===== src/rtl/viterbi_stream_decoder.sv =====
// Streaming Viterbi decoder for log-domain HMMs.
// Forward add-compare-select over all states in one cycle per observation,
// psi-based backtrack at one step per cycle, then the decoded path is
// streamed out in forward time order on a valid/ready interface.
module viterbi_stream_decoder #(
    parameter int N = 64,
    parameter int I = 4,
    parameter int K = 4,
    parameter int W = 20,
    localparam int LW = $clog2(N + 1),
    localparam int SW = $clog2(I),
    localparam int OW = $clog2(K)
) (
    input  logic              clk,
    input  logic              rst_n,
    input  logic              start,
    input  logic [LW-1:0]     length,
    input  logic [I*I*W-1:0]  log_a,
    input  logic [I*W-1:0]    log_c,
    input  logic [I*K*W-1:0]  log_b,
    input  logic [OW-1:0]     obs_in,
    input  logic              obs_valid,
    output logic              obs_ready,
    output logic [SW-1:0]     path_out,
    output logic              path_valid,
    input  logic              path_ready,
    output logic              path_last,
    output logic [W-1:0]      score_out,
    output logic              busy,
    output logic              done,
    output logic              err
);

    // Time/step index width: indexes 0..N-1.
    localparam int TW = $clog2(N);
    localparam logic [LW-1:0] N_LEN = LW'(N);
    localparam logic [OW:0]   K_LIM = (OW + 1)'(K);
    localparam logic signed [W-1:0] SMAX = {1'b0, {(W-1){1'b1}}};
    localparam logic signed [W-1:0] SMIN = {1'b1, {(W-1){1'b0}}};

    typedef enum logic [2:0] {IDLE, FWD, BEST, BACK, OUT} state_t;

    state_t              state;
    logic [TW-1:0]       len_m1;
    logic [TW-1:0]       t;
    logic [TW-1:0]       b;
    logic [TW-1:0]       o;
    logic [SW-1:0]       bt_s;

    logic signed [W-1:0] a_m [I][I];
    logic signed [W-1:0] c_m [I];
    logic signed [W-1:0] b_m [I][K];

    logic signed [W-1:0] delta     [I];
    logic signed [W-1:0] delta_nxt [I];
    logic [SW-1:0]       psi_nxt   [I];
    logic [SW-1:0]       psi       [N][I];
    logic [SW-1:0]       path_buf  [N];

    logic                obs_ok;
    logic [OW-1:0]       obs_sel;
    logic                obs_fire;
    logic signed [W-1:0] best_val;
    logic [SW-1:0]       best_idx;
    logic [SW-1:0]       bt_nxt;

    // Signed W-bit add that clamps instead of wrapping.
    function automatic logic signed [W-1:0] sat_add(input logic signed [W-1:0] x,
                                                    input logic signed [W-1:0] y);
        logic signed [W:0] s;
        s = {x[W-1], x} + {y[W-1], y};
        if (s[W] != s[W-1])
            sat_add = s[W] ? SMIN : SMAX;
        else
            sat_add = s[W-1:0];
    endfunction

    for (genvar gi = 0; gi < I; gi++) begin : g_unpack_i
        assign c_m[gi] = log_c[gi*W +: W];
        for (genvar gj = 0; gj < I; gj++) begin : g_unpack_a
            assign a_m[gi][gj] = log_a[(gi*I + gj)*W +: W];
        end
        for (genvar gk = 0; gk < K; gk++) begin : g_unpack_b
            assign b_m[gi][gk] = log_b[(gi*K + gk)*W +: W];
        end
    end

    // Out-of-range symbols are flagged; the table index is forced in range.
    assign obs_ok   = ({1'b0, obs_in} < K_LIM);
    assign obs_sel  = obs_ok ? obs_in : '0;
    assign obs_fire = obs_valid && obs_ready;

    // Add-compare-select for every destination state; strict '>' keeps the lowest index on ties.
    always_comb begin
        logic signed [W-1:0] m;
        logic signed [W-1:0] m_best;
        logic [SW-1:0]       arg;
        m      = '0;
        m_best = '0;
        arg    = '0;
        for (int j = 0; j < I; j++) begin
            m_best = sat_add(delta[0], a_m[0][j]);
            arg    = '0;
            for (int i = 1; i < I; i++) begin
                m = sat_add(delta[i], a_m[i][j]);
                if (m > m_best) begin
                    m_best = m;
                    arg    = SW'(i);
                end
            end
            if (t == '0)
                delta_nxt[j] = sat_add(c_m[j], b_m[j][obs_sel]);
            else
                delta_nxt[j] = sat_add(m_best, b_m[j][obs_sel]);
            psi_nxt[j] = arg;
        end
    end

    // Final-state selection over delta, lowest index on ties.
    always_comb begin
        best_val = delta[0];
        best_idx = '0;
        for (int i = 1; i < I; i++) begin
            if (delta[i] > best_val) begin
                best_val = delta[i];
                best_idx = SW'(i);
            end
        end
    end

    assign bt_nxt = psi[b][bt_s];

    // Control FSM with registered handshake and status outputs.
    always_ff @(posedge clk or negedge rst_n) begin
        if (!rst_n) begin
            state      <= IDLE;
            len_m1     <= '0;
            t          <= '0;
            b          <= '0;
            o          <= '0;
            bt_s       <= '0;
            obs_ready  <= 1'b0;
            path_out   <= '0;
            path_valid <= 1'b0;
            path_last  <= 1'b0;
            score_out  <= '0;
            busy       <= 1'b0;
            done       <= 1'b0;
            err        <= 1'b0;
        end else begin
            done <= 1'b0;
            err  <= 1'b0;
            case (state)
                IDLE: begin
                    if (start) begin
                        if (length != '0 && length <= N_LEN) begin
                            len_m1    <= TW'(length - LW'(1));
                            t         <= '0;
                            obs_ready <= 1'b1;
                            busy      <= 1'b1;
                            state     <= FWD;
                        end else begin
                            err <= 1'b1;
                        end
                    end
                end
                FWD: begin
                    if (obs_fire) begin
                        if (!obs_ok) begin
                            err       <= 1'b1;
                            obs_ready <= 1'b0;
                            busy      <= 1'b0;
                            state     <= IDLE;
                        end else if (t == len_m1) begin
                            obs_ready <= 1'b0;
                            state     <= BEST;
                        end else begin
                            t <= t + TW'(1);
                        end
                    end
                end
                BEST: begin
                    score_out <= best_val;
                    bt_s      <= best_idx;
                    b         <= len_m1;
                    o         <= '0;
                    if (len_m1 == '0) begin
                        path_out   <= best_idx;
                        path_valid <= 1'b1;
                        path_last  <= 1'b1;
                        state      <= OUT;
                    end else begin
                        state <= BACK;
                    end
                end
                BACK: begin
                    bt_s <= bt_nxt;
                    b    <= b - TW'(1);
                    if (b == TW'(1)) begin
                        path_out   <= bt_nxt;
                        path_valid <= 1'b1;
                        path_last  <= 1'b0;
                        state      <= OUT;
                    end
                end
                OUT: begin
                    if (path_ready) begin
                        if (o == len_m1) begin
                            path_valid <= 1'b0;
                            path_last  <= 1'b0;
                            busy       <= 1'b0;
                            done       <= 1'b1;
                            state      <= IDLE;
                        end else begin
                            o         <= o + TW'(1);
                            path_out  <= path_buf[o + TW'(1)];
                            path_last <= ((o + TW'(1)) == len_m1);
                        end
                    end
                end
                default: state <= IDLE;
            endcase
        end
    end

    // Datapath storage: path metrics, survivor pointers and decoded path (no reset needed).
    always_ff @(posedge clk) begin
        if (state == FWD && obs_fire && obs_ok) begin
            for (int j = 0; j < I; j++) begin
                delta[j]  <= delta_nxt[j];
                psi[t][j] <= psi_nxt[j];
            end
        end
        if (state == BEST)
            path_buf[len_m1] <= best_idx;
        if (state == BACK)
            path_buf[b - TW'(1)] <= bt_nxt;
    end

endmodule


===== config.mk =====
export PLATFORM = sky130hd
export DESIGN_NAME = viterbi_stream_decoder
export DESIGN_NICKNAME = d
export VERILOG_FILES = /design/src/rtl/viterbi_stream_decoder.sv
export SDC_FILE = /design/constraint.sdc
export NUM_CORES = 2
export LEC_CHECK = 0
export CELL_PAD_IN_SITES_DETAIL_PLACEMENT = 0
export CELL_PAD_IN_SITES_GLOBAL_PLACEMENT = 1
export CORE_UTILIZATION = 50
export CTS_BUF_LIST = sky130_fd_sc_hd__clkbuf_4 sky130_fd_sc_hd__clkbuf_8
export DETAILED_ROUTE_END_ITERATION = 8
export PLACE_DENSITY = 0.9
export SLEW_MARGIN = 0
export SYNTH_ARGS = -nofsm -noshare
export SYNTH_HDL_FRONTEND = slang
export SYNTH_SLANG_ARGS = --single-unit

===== constraint.sdc =====
create_clock -name clk -period 27.5 [get_ports clk]
set_input_delay 5.5 -clock clk [delete_from_list [all_inputs] [get_ports clk]]
set_output_delay 5.5 -clock clk [all_outputs]
set_load 0.01 [all_outputs]

==> impl_metrics.yaml <==
outcome:
  status: "finished with violations"
  violations: "DRC"
global_route:
  grt_usage_pct: 38.0
  grt_pass1_vias: 60900
  grt.overflow.total: 0
  grt_max_degree: 95
  antenna_found_initial: 50
  grt_pass1_wl_um: 397000
sta:
  timing.final.crit_share_pct: 74.5
  rsz0062_at_grt: "no"
  hold_viol_final: 0
  period_needed_ns: 20.48
  setup_viol: 0
  fmax_ghz: 0.0488
  slew_viol_final: 0
  tightest_slew_ns: 1.17
  fin_tns_setup_ns: 0
  relSlewSlack_pct: 21.4
  skew_ns: 0.0834
detailed_routing:
  drt_pass1_iterations: 9
  dr.first_iter.drc_count: 8313
  via_count: 64200
  wl_per_cell_um: 28.5
  postRouteAntennaNets: 0
  routed_wl_um: 279000
  avgViaCountPerCell: 6.54
  drt_drc_violations_left: 4
synthesis:
  async_flop_share_pct: 7.34
  synth_flop_cell: "edfxtp_1"
  syn-cell-area_sq_um: 70800
  synth_area_leaders: "edfxtp_1 31%, ha_1 15%, mux4_2 8.4%, a21oi_1 3.7%, nor2_1 3.0%"
  synth.yosys.seq_area_share_pct: 32.6
  ys_types: 111
  synth.most_common_cell: "ha_1"
  synth_top_area_share_pct: 30.5
  ys_ff_latch: 777
  synthCells: 7096
  synth_edf_count: 720
  yosys.area.top_type: "edfxtp_1"
  syn-mean-instance-area_sq_um: 9.98
  syn_nets: 8675
  synth_common_cells: "821 x ha_1, 720 x edfxtp_1, 570 x nor2_1"
  synth_warnings: 0
final_layout:
  area_delta_synth_final_pct: 17.5
  fillers: 11700
  layout-drive-gt1-share_pct: 9.29
  nNetsFinal: 9409
floorplanning:
  fp.coreArea_sq_um: 140000
  die_h_um: 378
  start_util_pct: 50.6
  pin_count: 762
  rows: 137
  die-area_sq_um: 143000
  die_w_um: 378
clocking:
  clkTransAtPathRegs_ns: 0.06
  cts_setup_buffers: 0
  cts_sinks: 777
  clk_latency_ns: 0.87
  cts_max_level: 4
  cts.hold.buffers_added: 0
  cts_buffers: 130
  clockBufferDepth: 3
  clock-root-buffer: "clkbuf_8"
  ctsResizeCount: 0
  cts_tree: "done"
setup_path:
  cpLargestDelayFamily: "compound AO/OA/AOI/OAI gates"
  crit_path_frequent_cell: "ha_1"
  cp_slowest_stage_delay_ns: 0.67
  cp_num_buf_inv: 6
  cp_slowest_cell: "ha_1"
  crit_type: "primary input to register"
  cp-start-kind: "primary input"
  cp_max_fo: 70
  cp.arrival_ns: 21.08
  cp.required_ns: 28.10
  critPathCaptureType: "register"
hold_path:
  min_path_type: "register to register"
place:
  dpl.hpwl_um: 220000
  io_buffer_count: 761
  gp_congestion: 1.07
run:
  drv_cap: 0
-- metal layers --
| metal | part of all wire (%) | up-vias | GRT usage, % | routed length, um |
|---|---|---|---|---|
| met1 | 39 | 30900 | 50.6 | 109000 |
| met2 | 43 | 3697 | 57.1 | 119000 |
| met3 | 12 | 690 | 9.77 | 33900 |
| li1 | - | 28900 | - | - |
| met4 | 5.9 | 50 | 19.3 | 16500 |
| met5 | 0.13 | - | 0 | 364 |
-- worst paths after layout --
check / from / end / slack (ns) / cells past startpoint
max: log_a[1] / delta[0][18] / 7.02 / 54
min: busy / busy / 0.54 / 2
max reg2reg: delta[0][8] / delta[0][18] / 11.31 / 52
min reg2reg: busy / busy / 0.54 / 2
max in group asynchronous: rst_n / b[0] / 22.01 / 2
min in group asynchronous: rst_n / busy / 4.87 / 2
-- worst register-to-register path, delay by kind of cell (launching register included) --
| kind | cells | cell delay [ns] |
|---|---|---|
| AOI/OAI and AO/OA | 22 | 6.65 |
| xor gates and xnor gates | 2 | 0.30 |
| adders and majority gates | 6 | 2.50 |
| buffers and inverters | 5 | 1.73 |
| DFF | 1 | 1.05 |
| muxes | 2 | 0.85 |
| and+or+nand+nor | 15 | 2.87 |
-- cell families after synthesis --
group	synth area share, %
buffers and inverters	3.39
AND/OR/NAND/NOR	13.0
AO/OA/AOI/OAI	20.2
XOR/XNOR	4.54
adder cells (fa/ha/maj)	15.2
flip-flops	32.6
multiplexers	11.1
-- flip-flops by register name, indices dropped and copies added (netlist names) --
signal      flops
b               6
bt_s            2
busy            1
delta          80
done            1
err             1
len_m1          6
o               6
obs_ready       1
path_buf      128
path_last       1
path_out        2
path_valid      1
psi           512
score_out      20
state           3
t               6
-- placed cells by master (no fill, tap or decap), drive strengths merged, types with 34 or more instances in the layout --
cell and instances:
clkbuf 179, nor2b 85, clkdlybuf4s50 758, a31oi 107, o31ai 44, nand3 167
inv 366, o21ai 431, mux2i 132, o211ai 96, a211oi 100, xor2 146
ha 821, nor2 571, mux4 263, edfxtp 720, nor3 131, a21oi 518
nand2 444, mux2 52, or2 37, nor4 34, buf 88, dfrtp 57
o21bai 52, o21a 124, nand4 83, and2 66, xnor2 221, or3 40
nand2b 87, and3 56, a22oi 34, a21o 278
-- through the flow --
step                area (sq um)  instances  utilization [%]  hold slack (ns)  setup WS [ns]
finish                     83200       9814             59.4            0.539           7.02
detailed placement         80500       9574             57.5            0.538           6.41
floorplan                  70800       7096                -            0.537           9.52
global placement           80500       9574             57.5            0.534           6.72
global route               83200       9799             59.4            0.589           6.22
CTS                        83200       9797             59.4            0.547           7.34
-- final cells by class --
cell class / instances / area (sq um) / area share (%)
inverter: 358 / 1340 / 1.62
tap: 1876 / 2350 / 2.82
clock inverter: 44 / 463 / 0.556
antenna: 17 / 42.5 / 0.0511
sequential: 777 / 23100 / 27.7
clock buffer: 179 / 2180 / 2.62
multi-input combinational: 5717 / 45500 / 54.7
timing repair buffer: 846 / 8260 / 9.93
Power is not shown: default switching activity piles up to over one toggle a cycle in this logic, so the estimate is an artifact.
